File: config.mk
export PLATFORM = sky130hd
export DESIGN_NAME = tri_bus_arbiter
export DESIGN_NICKNAME = d
export VERILOG_FILES = /design/src/rtl/tri_bus_arbiter.sv
export SDC_FILE = /design/constraint.sdc
export NUM_CORES = 1
export LEC_CHECK = 0
export BUFFER_PORTS_ARGS = -buffer_cell sky130_fd_sc_hd__buf_2
export CAP_MARGIN = 0
export CORE_UTILIZATION = 39
export DETAILED_ROUTE_END_ITERATION = 6
export SYNTH_ARGS = -nofsm -noshare
export SYNTH_HDL_FRONTEND = slang
export SYNTH_SLANG_ARGS = --single-unit
File: constraint.sdc
create_clock -name clk -period 5.75 [get_ports clk]
set_input_delay 0.575 -clock clk [delete_from_list [all_inputs] [get_ports clk]]
set_output_delay 0.575 -clock clk [all_outputs]
set_load 0.02 [all_outputs]
File: src/rtl/tri_bus_arbiter.sv
// rtl/tri_bus_arbiter.sv - round-robin tri-state bus arbiter with dead-cycle turnaround
// Optional forced release after MAX_HOLD owner cycles: define ARB_TIMEOUT_EN.
module tri_bus_arbiter #(
    parameter int NREQ     = 4,
    parameter int TURN_CYC = 1,
    parameter int MAX_HOLD = 16
) (
    input  logic                    clk,
    input  logic                    rst,
    input  logic [NREQ-1:0]         req,
    output logic [NREQ-1:0]         gnt,
    output logic [NREQ-1:0]         drv_en,
    output logic [$clog2(NREQ)-1:0] owner,
    output logic                    busy,
    output logic                    timeout
);

    localparam int OW = $clog2(NREQ);
    localparam int CW = (TURN_CYC > 1) ? $clog2(TURN_CYC) : 1;
    localparam logic [CW-1:0] TURN_LAST = CW'(TURN_CYC - 1);

    if (NREQ < 2 || NREQ > 16) begin : g_bad_nreq
        $error("tri_bus_arbiter: NREQ out of range 2..16");
    end
    if (TURN_CYC < 1) begin : g_bad_turn
        $error("tri_bus_arbiter: TURN_CYC must be at least 1");
    end
    if (MAX_HOLD < 2) begin : g_bad_hold
        $error("tri_bus_arbiter: MAX_HOLD must be at least 2");
    end

    typedef enum logic [1:0] {
        IDLE  = 2'd0,
        GRANT = 2'd1,
        TURN  = 2'd2
    } state_t;

    state_t          r_state, w_state_nxt;
    logic [NREQ-1:0] r_gnt, w_gnt_nxt;
    logic [NREQ-1:0] r_drv_en;
    logic [OW-1:0]   r_owner, w_owner_nxt;
    logic [OW-1:0]   r_ptr, w_ptr_nxt;
    logic [CW-1:0]   r_turn_cnt, w_turn_nxt;

    logic            w_any;
    logic [OW-1:0]   w_win;
    logic [NREQ-1:0] w_win_oh;
    logic            w_grant;
    logic            w_release;
    int              w_best;

`ifdef ARB_TIMEOUT_EN
    localparam int HW = $clog2(MAX_HOLD + 1);
    logic [HW-1:0] r_hold, w_hold_nxt, w_hold_inc;
    logic          r_timeout, w_timeout_nxt;
    logic          w_others;

    // w_hold_inc counts the current GRANT cycle too, so release lands after exactly MAX_HOLD cycles
    assign w_hold_inc = (r_hold == HW'(MAX_HOLD)) ? r_hold : r_hold + 1'b1;
    assign w_others   = |(req & ~r_gnt);
`endif

    // Distance of idx from the search start (base+1); the former owner is furthest away.
    function automatic int rr_dist(input int idx, input int base);
        return (idx - base - 1 + NREQ) % NREQ;
    endfunction

    always_comb begin : arb_search
        w_best = NREQ;
        w_any  = 1'b0;
        w_win  = '0;
        for (int j = 0; j < NREQ; j++) begin
            if (req[j] && (rr_dist(j, int'(r_ptr)) < w_best)) begin
                w_best = rr_dist(j, int'(r_ptr));
                w_any  = 1'b1;
                w_win  = OW'(j);
            end
        end
    end

    assign w_win_oh = NREQ'(1) << w_win;

    always_comb begin : fsm_next
        w_state_nxt = r_state;
        w_gnt_nxt   = r_gnt;
        w_owner_nxt = r_owner;
        w_ptr_nxt   = r_ptr;
        w_turn_nxt  = r_turn_cnt;
        w_grant     = 1'b0;
        w_release   = 1'b0;
`ifdef ARB_TIMEOUT_EN
        w_hold_nxt    = r_hold;
        w_timeout_nxt = 1'b0;
`endif
        case (r_state)
            IDLE: begin
                w_grant = w_any;
            end
            GRANT: begin
                if (!req[r_owner]) begin
                    w_release = 1'b1;
`ifdef ARB_TIMEOUT_EN
                end else if ((w_hold_inc == HW'(MAX_HOLD)) && w_others) begin
                    w_release     = 1'b1;
                    w_timeout_nxt = 1'b1;
                end else begin
                    w_hold_nxt = w_hold_inc;
`endif
                end
            end
            TURN: begin
                if (r_turn_cnt == TURN_LAST) begin
                    w_turn_nxt = '0;
                    if (w_any) begin
                        w_grant = 1'b1;
                    end else begin
                        w_state_nxt = IDLE;
                    end
                end else begin
                    w_turn_nxt = r_turn_cnt + 1'b1;
                end
            end
            default: begin
                w_state_nxt = IDLE;
                w_gnt_nxt   = '0;
            end
        endcase

        if (w_release) begin
            w_state_nxt = TURN;
            w_gnt_nxt   = '0;
            w_turn_nxt  = '0;
        end

        if (w_grant) begin
            w_state_nxt = GRANT;
            w_gnt_nxt   = w_win_oh;
            w_owner_nxt = w_win;
            w_ptr_nxt   = w_win;
            w_turn_nxt  = '0;
`ifdef ARB_TIMEOUT_EN
            w_hold_nxt  = '0;
`endif
        end
    end

    always_ff @(posedge clk) begin : fsm_regs
        if (rst) begin
            r_state    <= IDLE;
            r_gnt      <= '0;
            r_drv_en   <= '0;
            r_owner    <= '0;
            r_ptr      <= OW'(NREQ - 1);
            r_turn_cnt <= '0;
`ifdef ARB_TIMEOUT_EN
            r_hold     <= '0;
            r_timeout  <= 1'b0;
`endif
        end else begin
            r_state    <= w_state_nxt;
            r_gnt      <= w_gnt_nxt;
            r_drv_en   <= w_gnt_nxt;
            r_owner    <= w_owner_nxt;
            r_ptr      <= w_ptr_nxt;
            r_turn_cnt <= w_turn_nxt;
`ifdef ARB_TIMEOUT_EN
            r_hold     <= w_hold_nxt;
            r_timeout  <= w_timeout_nxt;
`endif
        end
    end

    assign gnt    = r_gnt;
    assign drv_en = r_drv_en;
    assign owner  = r_owner;
    assign busy   = |r_gnt;
`ifdef ARB_TIMEOUT_EN
    assign timeout = r_timeout;
`else
    assign timeout = 1'b0;
`endif

endmodule
==> results of run 1 <==
[worst register-to-register path, stage by stage, from the launching register on]
cell and delay (ns):
dfxtp_1 0.60, inv_1 0.15, ha_1 0.22, nand3b_1 0.18
inv_1 0.10, ha_1 0.26, and3b_1 0.31, o32ai_4 0.11
or2_1 0.28, and2_1 0.16, ha_1 0.26, nor4b_1 0.40
o21ai_2 0.17, o31a_1 0.21, a21o_1 0.21, ha_1 0.30
a41oi_1 0.24, nand2_1 0.15, o21ai_0 0.30, a32oi_4 0.13
a32o_1 0.28
[layer usage]
layer | part of all wire, % | wire (um) | global-route usage [%]
met5 | 0 | 0 | 0
met4 | 0 | 0 | 1.316
met3 | 3.0 | 59 | 3.390
met2 | 47 | 925 | 24.90
met1 | 50 | 986 | 21.25
[cells by family (layout without fill, tap and decap cells)]
family	Yosys count	in the layout	synth area share (%)
muxes	1	1	2.156
xor gates and xnor gates	1	1	0.8385
buffers and inverters	18	30	8.623
AOI/OAI and AO/OA	32	32	31.02
DFF	10	10	19.16
other	2	2	0.7188
and+or+nand+nor	38	38	25.51
adders and majority gates	10	10	11.98
[worst paths after layout]
check | start | slack (ns) | cells after the start | end
worst min-delay path | r_state[1]$_SDFFE_PP0P_ | 0.42 | 1 | r_state[1]$_SDFFE_PP0P_
worst max register to register | r_ptr[0]$_SDFFE_PP1P_ | 0.62 | 20 | drv_en[2]$_SDFFE_PP0P_
worst min register to register | r_state[1]$_SDFFE_PP0P_ | 0.42 | 1 | r_state[1]$_SDFFE_PP0P_
worst max-delay path | r_ptr[0]$_SDFFE_PP1P_ | 0.62 | 20 | drv_en[2]$_SDFFE_PP0P_
[sequential cells by signal, summed over array words and instances (netlist names)]
name,count
r_state,2
owner,2
r_ptr,2
drv_en,4
[layout by cell type (no fill, tap or decap), types with 2 or more instances in the layout]
| cell type | n |
|---|---|
| nor4b_1 | 2 |
| nor2b_1 | 2 |
| clkbuf_4 | 3 |
| inv_1 | 10 |
| o31ai_2 | 2 |
| nand3b_1 | 3 |
| nand2_1 | 9 |
| dfxtp_1 | 10 |
| ha_1 | 10 |
| nor2_1 | 4 |
| o21ai_0 | 6 |
| nor3b_2 | 3 |
| a22oi_1 | 3 |
| conb_1 | 2 |
| a21oi_1 | 3 |
| buf_2 | 16 |
[power by group]
part	switching, mW	internal, mW	total, mW
Combinational	0.319	0.245	0.564
Clock	0.0239	0.0384	0.0624
Sequential	0.0267	0.0938	0.121
Total	0.370	0.378	0.747
[cell usage after synthesis (2+ instances only)]
library cell  count
o31ai_2           2
conb_1            2
a21oi_1           3
nand2_1           9
nor2_1            4
nor2b_1           2
ha_1             10
inv_1            10
buf_4             6
nor4b_1           2
a22oi_1           3
nor3b_2           3
dfxtp_1          10
clkbuf_1          2
nand3b_1          3
o21ai_0           6
[per-stage QoR]
stage / util, % / setup slack, ns / power [mW] / std cells
global route: 45.85 / 0.2494 / 0.8197 / 154
finish: 45.85 / 0.6248 / 0.7474 / 154
floorplan: - / 1.236 / 0.5973 / 112
global placement: 44.39 / 0.7457 / 0.6825 / 150
detailed placement: 44.39 / 0.6420 / 0.6882 / 150
CTS: 45.85 / 0.6217 / 0.7525 / 154
[area by class of cell]
cell class,instances,area share (%)
inverters,10,3.275
flip-flops and latches,10,17.47
repair buffers,16,6.987
well taps,30,3.275
multi-input cells,84,65.83
clock buffers,4,3.166
==> reports/results.tsv, run 1 <==
metric	value	unit
post-synthesis net count	128	
Buf/Inv on CP	2	
I/O Pins	18	
Max Fclk	195.1	MHz
PwrDens	652.1	mW/mm^2
Avg WL per Cell	12.79	um
clock latency at the later pin of the worst-skew pair	0.26	ns
core area	0.002500	sq mm
register area	200.2	sq um
CTS Hold Bufs	0	
Critical Path Source Type	flip-flop	
number of clock sinks	10	
post-synth top area cell	dfxtp_1	
post-synth top area share	19.16	%
asr flop ratio synth	0	%
first-pass GRT wire length	3270	um
Slew Limit Fails	0	
Most used DFF post-synth	dfxtp_1	
Synth cell types	51	
multi-input logic area	754.5	sq um
Yosys reg bits	10	
Antenna Nets Post-Route	0	
Clock Pin Slew Worst Setup and Hold Paths	0.07	ns
DR vias	837	
Layout fillers	264	
worst min path class	flip-flop to flip-flop	
worst-path cell chain	inv_1 > ha_1 > nand3b_1 > inv_1 > ha_1 > and3b_1 > o32ai_4 > or2_1 > and2_1 > ha_1 > nor4b_1 > o21ai_2 > o31a_1 > a21o_1 > ha_1 > a41oi_1 > nand2_1 > o21ai_0 > a32oi_4 > a32o_1	
final setup vio count	0	
critical path type	flip-flop to flip-flop	
P_leak	0.5256	nW
largest net degree at the start of global routing	11	
cells after synthesis	112	
1st-iter DRT viols	16	
Post-CTS Repair Setup Buffers	0	
Setup crit end kind	flip-flop	
Via density	5.435	
largest fanout on the critical path	10	
status	finished, final reports clean	
final hold slack	0.4199	ns
Clock Path Buffers	2	
Post-DP HPWL	1661	um
setup_tns	0	ns
EDFF count, synth	0	
grt total ovfl	0	
Worst Clk Skew	0.001792	ns
drt drc	0	
Post-CTS Resized	0	
Worst Path Required	5.91	ns
Max IR drop VDD	313.5	uV
gp weighted congestion	0.8561	
mapped cell area	0.001045	sq mm
CTS Buf Count	3	
RSZ-0062 raised after global routing	false	
Final period util	89.13	%
crit-path most repeated cell	ha_1	
area post-placement	0.001110	sq mm
die area	0.002890	sq mm
Top delay family on crit path	compound AO/OA/AOI/OAI gates	
DRT Pass-1 Iters	4	
Die Ht	53.76	um
Starting Density	41.79	%
final instance area	0.001146	sq mm
root buf cell	clkbuf_4	
nets	141	
area growth from synthesis to layout	9.701	%
All-Layer GR Usage	15.33	%
initial antenna violation count	0	
Yosys Warn Count	0	
number of global-route vias before repair	728	
CTS tree	built	
Seq/Total Area, Yosys	19.16	%
DRT Wirelength	1970	um
Area contributors post-synth	dfxtp_1 (19%), ha_1 (12%), buf_4 (4.3%), inv_1 (3.6%), nor3b_2 (3.6%)	
ANT cells	0	
layout cell share with drive strength beyond 1	31.45	%
CP arrival	5.28	ns
Max-Cap Viols	0	
DIE WIDTH	53.76	um
CP peak stage delay	0.60	ns
Avg Synthesized Cell Area	9.328	sq um
depth of the CTS H-tree	1	
placement row count	18	
# port buffers	16	
critical path's slowest cell	dfxtp_1	
Final Hold Viols	0	
minimum clock period	5.125	ns
(Power assumes the default switching activity.)
==> run 2: changes to the inputs <==
clock period = 5.6 ns   (was 5.75 ns; I/O delays follow)
==> run 2 against run 1 <==
- clock power is 22% lower
- critical path type unchanged
- clock skew increased by 0.0054 ns
- count of clock-buffer cells in the layout decreased by 1
- design area shrank 1.2%
- largest cell class unchanged
- die area is the same
==> reports/results.tsv, run 2 (synthesis gave the netlist of run 1 again) <==
metric	value	unit	change
die area	0.002890	sq mm	unchanged
RR Startpoint	r_ptr[0]$_SDFFE_PP1P_		
placement row count	18		unchanged
critical path type	flip-flop to flip-flop		
final instance area	0.001132	sq mm	-1.2%
hold_sp	r_state[1]$_SDFFE_PP0P_		
CTS tree	built		
depth of the CTS H-tree	1		unchanged
number of global-route vias before repair	756		+3.8%
final hold slack	0.4085	ns	-0.01137 ns
DRT Wirelength	1966	um	-0.20%
# port buffers	16		unchanged
Clock Pin Slew Worst Setup and Hold Paths	0.07	ns	about the same
setup_tns	0	ns	unchanged
Slew Limit Fails	0		unchanged
worst min path class	flip-flop to flip-flop		
area post-placement	0.001110	sq mm	unchanged
final setup vio count	0		unchanged
first-pass GRT wire length	3318	um	+1.5%
area growth from synthesis to layout	8.384	%	
Max Fclk	195.8	MHz	+0.36%
core area	0.002500	sq mm	unchanged
Starting Density	41.79	%	unchanged
RSZ-0062 raised after global routing	false		
grt total ovfl	0		unchanged
Max-Cap Viols	0		unchanged
ANT cells	0		unchanged
Final Hold Viols	0		unchanged
worst-path cell chain	inv_1 > ha_1 > nand3b_1 > inv_1 > ha_1 > and3b_1 > o32ai_4 > or2_1 > and2_1 > ha_1 > nor4b_1 > o21ai_2 > o31a_1 > a21o_1 > ha_1 > a41oi_1 > nand2_1 > o21ai_0 > a32oi_4 > a32o_1		
number of clock sinks	10		unchanged
CTS Hold Bufs	0		unchanged
CP arrival	5.27	ns	about the same
Worst Path Required	5.76	ns	-0.15 ns
minimum clock period	5.107	ns	-0.01831 ns
Buf/Inv on CP	2		unchanged
PwrDens	658.6	mW/mm^2	+1.0%
layout cell share with drive strength beyond 1	30.89	%	-0.56 points
Setup crit end kind	flip-flop		
Post-CTS Repair Setup Buffers	0		unchanged
most common cell after layout, fill and taps aside	buf_2		
nets	141		unchanged
I/O Pins	18		unchanged
Worst Clk Skew	0.007180	ns	+0.005389 ns
crit-path most repeated cell	ha_1		
initial antenna violation count	0		unchanged
Max IR drop VDD	308.4	uV	-1.6%
Final period util	91.20	%	+2.1 points
Critical Path Source Type	flip-flop		
Clock Path Buffers	2		unchanged
largest net degree at the start of global routing	11		unchanged
Post-CTS Resized	0		unchanged
number of flip-flops in the largest register	4		unchanged
CP peak stage delay	0.62	ns	+0.02 ns
CTS Buf Count	3		unchanged
All-Layer GR Usage	15.73	%	+0.40 points
drt drc	0		unchanged
DRT Pass-1 Iters	4		unchanged
Via density	5.484		+0.89%
Antenna Nets Post-Route	0		unchanged
Post-DP HPWL	1670	um	+0.55%
most frequent cells in the layout	buf_2 (16), inv_1 (10), ha_1 (10), dfxtp_1 (10), nand2_1 (9)		
clock latency at the later pin of the worst-skew pair	0.26	ns	about the same
Avg WL per Cell	12.85	um	+0.45%
largest fanout on the critical path	10		unchanged
Total Power	745.8	uW	-0.21%
P_leak	0.5184	nW	-1.4%
Die Ht	53.76	um	unchanged
DIE WIDTH	53.76	um	unchanged
gp weighted congestion	0.8648		+1.0%
status	finished, final reports clean		
critical path's slowest cell	dfxtp_1		
crit path launch	r_ptr[0]$_SDFFE_PP1P_		
1st-iter DRT viols	11		-5
Top delay family on crit path	compound AO/OA/AOI/OAI gates		
root buf cell	clkbuf_4		
DR vias	839		+0.24%
-- run 2: final timing paths --
| kind | end | slack, ns | cells after the start |
|---|---|---|---|
| max | drv_en[2]$_SDFFE_PP0P_ | 0.49 | 20 |
| min reg2reg | r_state[1]$_SDFFE_PP0P_ | 0.41 | 1 |
| max reg2reg | drv_en[2]$_SDFFE_PP0P_ | 0.49 | 20 |
| min | r_state[1]$_SDFFE_PP0P_ | 0.41 | 1 |
-- run 2: stage by stage --
stage	setup WS [ns]	utilization, %	cells
2_1_floorplan	1.086	-	112
3_3_place_gp	0.6497	44.39	150
3_5_place_dp	0.4914	44.39	150
4_1_cts	0.4518	45.30	153
5_1_grt	0.1223	45.30	153
6_report	0.4931	45.30	153
-- run 2: final cells by class --
class | instances | area [sq um]
inverter | 10 | 37.54
sequential | 10 | 200.2
timing repair buffer | 16 | 80.08
tap | 30 | 37.54
multi-input combinational | 84 | 754.5
fill | 249 | 1368
clock buffer | 3 | 22.52
-- run 2: power breakdown --
| group | switching [mW] | total, mW | internal (mW) |
|---|---|---|---|
| sequential | 0.0278 | 0.124 | 0.0963 |
| clock | 0.0236 | 0.0484 | 0.0248 |
| combinational | 0.321 | 0.573 | 0.252 |
-- run 2: routing by layer --
| layer | share of wire, % | wire length (um) | GRT usage [%] | vias to the layer above |
|---|---|---|---|---|
| li1 | - | - | - | 432 |
| met3 | 4.5 | 89 | 5.932 | 0 |
| met2 | 46 | 900 | 25.72 | 14 |
| met5 | 0 | 0 | 0 | - |
| met4 | 0 | 0 | 0 | 0 |
| met1 | 50 | 977 | 20.71 | 393 |
==> run 3: changes to the inputs <==
REMOVE_ABC_BUFFERS = 1   (was unset)
==> run 3 against run 2 <==
- wire length up 5.8%
- die area unchanged
- setup slack got worse by 0.062 ns
- design area increased by 1.2%
- largest power group unchanged
==> reports/results.tsv, run 3 (synthesis gave the netlist of run 1 again) <==
metric	value	unit	change
nets	141		unchanged
first-pass GRT wire length	3512	um	+5.8%
initial antenna violation count	0		unchanged
Max Fclk	193.5	MHz	-1.2%
Hold Path Sink	r_state[1]$_SDFFE_PP0P_		
Worst Path Required	5.76	ns	about the same
1st-iter DRT viols	23		+12
Worst Clk Skew	0.0007307	ns	-0.006449 ns
DIE WIDTH	53.76	um	unchanged
ANT cells	0		unchanged
final hold slack	0.4134	ns	+0.004919 ns
Post-CTS Resized	0		unchanged
Reg2Reg Capture Point	drv_en[2]$_SDFFE_PP0P_		
Final period util	92.31	%	+1.1 points
area growth from synthesis to layout	9.701	%	
CTS Hold Bufs	0		unchanged
gp weighted congestion	0.7948		-8.1%
Worst Reg-to-Reg Cells	20		unchanged
Final Hold Viols	0		unchanged
Max-Cap Viols	0		unchanged
worst min path class	flip-flop to flip-flop		
DRT Wirelength	2081	um	+5.8%
CP arrival	5.33	ns	+0.06 ns
Post-DP HPWL	1716	um	+2.7%
number of flip-flops in the largest register	4		unchanged
worst hold path depth	1		unchanged
Post-CTS Repair Setup Buffers	0		unchanged
number of clock sinks	10		unchanged
status	finished, final reports clean		
Layout fillers	254		+2.0%
Max IR drop VDD	307.1	uV	-0.41%
DRT Pass-1 Iters	4		unchanged
number of global-route vias before repair	823		+8.9%
Critical Path Source Type	flip-flop		
All-Layer GR Usage	16.69	%	+0.96 points
# port buffers	16		unchanged
multi-input logic area	754.5	sq um	unchanged
PwrDens	679.3	mW/mm^2	+3.1%
depth of the CTS H-tree	1		unchanged
most frequent cells in the layout	buf_2 (16), inv_1 (10), ha_1 (10), dfxtp_1 (10), nand2_1 (9)		
Clock Pin Slew Worst Setup and Hold Paths	0.07	ns	about the same
Antenna Nets Post-Route	0		unchanged
Starting Density	41.79	%	unchanged
register area	200.2	sq um	unchanged
hold_sp	r_state[1]$_SDFFE_PP0P_		
Clock Path Buffers	2		unchanged
drt drc	0		unchanged
Via density	5.610		+2.3%
flop2flop setup slack	0.43	ns	-0.06 ns
Setup crit end kind	flip-flop		
I/O Pins	18		unchanged
RR Startpoint	r_ptr[0]$_SDFFE_PP1P_		
Slew Limit Fails	0		unchanged
area post-placement	0.001110	sq mm	unchanged
Avg WL per Cell	13.51	um	+5.2%
DR vias	864		+3.0%
final setup vio count	0		unchanged
P_leak	0.5256	nW	+1.4%
layout cell share with drive strength beyond 1	31.45	%	+0.56 points
largest net degree at the start of global routing	11		unchanged
minimum clock period	5.169	ns	+0.06227 ns
core area	0.002500	sq mm	unchanged
largest fanout on the critical path	10		unchanged
Die Ht	53.76	um	unchanged
final instance area	0.001146	sq mm	+1.2%
Setup WS post-layout	0.4308	ns	-0.06227 ns
clock latency at the later pin of the worst-skew pair	0.26	ns	about the same
root buf cell	clkbuf_4		
setup_tns	0	ns	unchanged
CTS Buf Count	3		unchanged
RSZ-0062 raised after global routing	false		
critical path type	flip-flop to flip-flop		
final core occ	45.85	%	+0.55 points
die area	0.002890	sq mm	unchanged
placement row count	18		unchanged
grt total ovfl	0		unchanged
most common cell after layout, fill and taps aside	buf_2		
dpl ws	0.4065	ns	-0.08490 ns
CTS tree	built		
[run 3: power breakdown]
part	leakage (nW)	internal, mW	switching, mW	total (mW)
logic	0.422	0.253	0.337	0.590
clock network	0.0210	0.0395	0.0249	0.0644
registers	0.0825	0.0963	0.0282	0.124
[run 3: through the flow]
stage / cells / total power, mW
after floorplan: 104 / 0.5948
after global placement: 150 / 0.7076
after detailed placement: 150 / 0.7122
after CTS: 154 / 0.7789
after global routing: 154 / 0.8551
final: 154 / 0.7785
[run 3: cell type report]
type,count,area share [%]
clock buffer,4,3.166
tap,30,3.275
multi-input combinational,84,65.83
inverter,10,3.275
sequential,10,17.47
timing repair buffer,16,6.987
[run 3: critical path, stage by stage, from the launching register on]
cell and delay (ns):
dfxtp_1 0.60, inv_1 0.15, ha_1 0.22, nand3b_1 0.19
inv_1 0.11, ha_1 0.27, and3b_1 0.31, o32ai_4 0.12
or2_1 0.27, and2_1 0.16, ha_1 0.27, nor4b_1 0.40
o21ai_2 0.17, o31a_1 0.21, a21o_1 0.21, ha_1 0.30
a41oi_1 0.26, nand2_1 0.15, o21ai_0 0.30, a32oi_4 0.13
a32o_1 0.28
[run 3: how the worst max path moves through the flow]
stage                          start                     end  slack (ns)  cells after the start
6_report       r_ptr[0]$_SDFFE_PP1P_  drv_en[2]$_SDFFE_PP0P_        0.43                     20
5_1_grt        r_ptr[0]$_SDFFE_PP1P_  drv_en[2]$_SDFFE_PP0P_         0.1                     20
4_1_cts        r_ptr[0]$_SDFFE_PP1P_  drv_en[2]$_SDFFE_PP0P_        0.43                     20
3_5_place_dp   r_ptr[0]$_SDFFE_PP1P_  drv_en[2]$_SDFFE_PP0P_        0.41                     20
3_3_place_gp   r_ptr[0]$_SDFFE_PP1P_  drv_en[2]$_SDFFE_PP0P_        0.61                     20
2_1_floorplan  r_ptr[0]$_SDFFE_PP1P_  drv_en[2]$_SDFFE_PP0P_        0.99                     20
[run 3: metal layers]
metal / routed length, um / up-vias / global-route usage, %
met3: 70 / 2 / 3.390
met2: 999 / 17 / 26.54
met4: 10 / 0 / 7.018
met1: 1001 / 412 / 21.62
li1: - / 433 / -
met5: 0 / - / 0
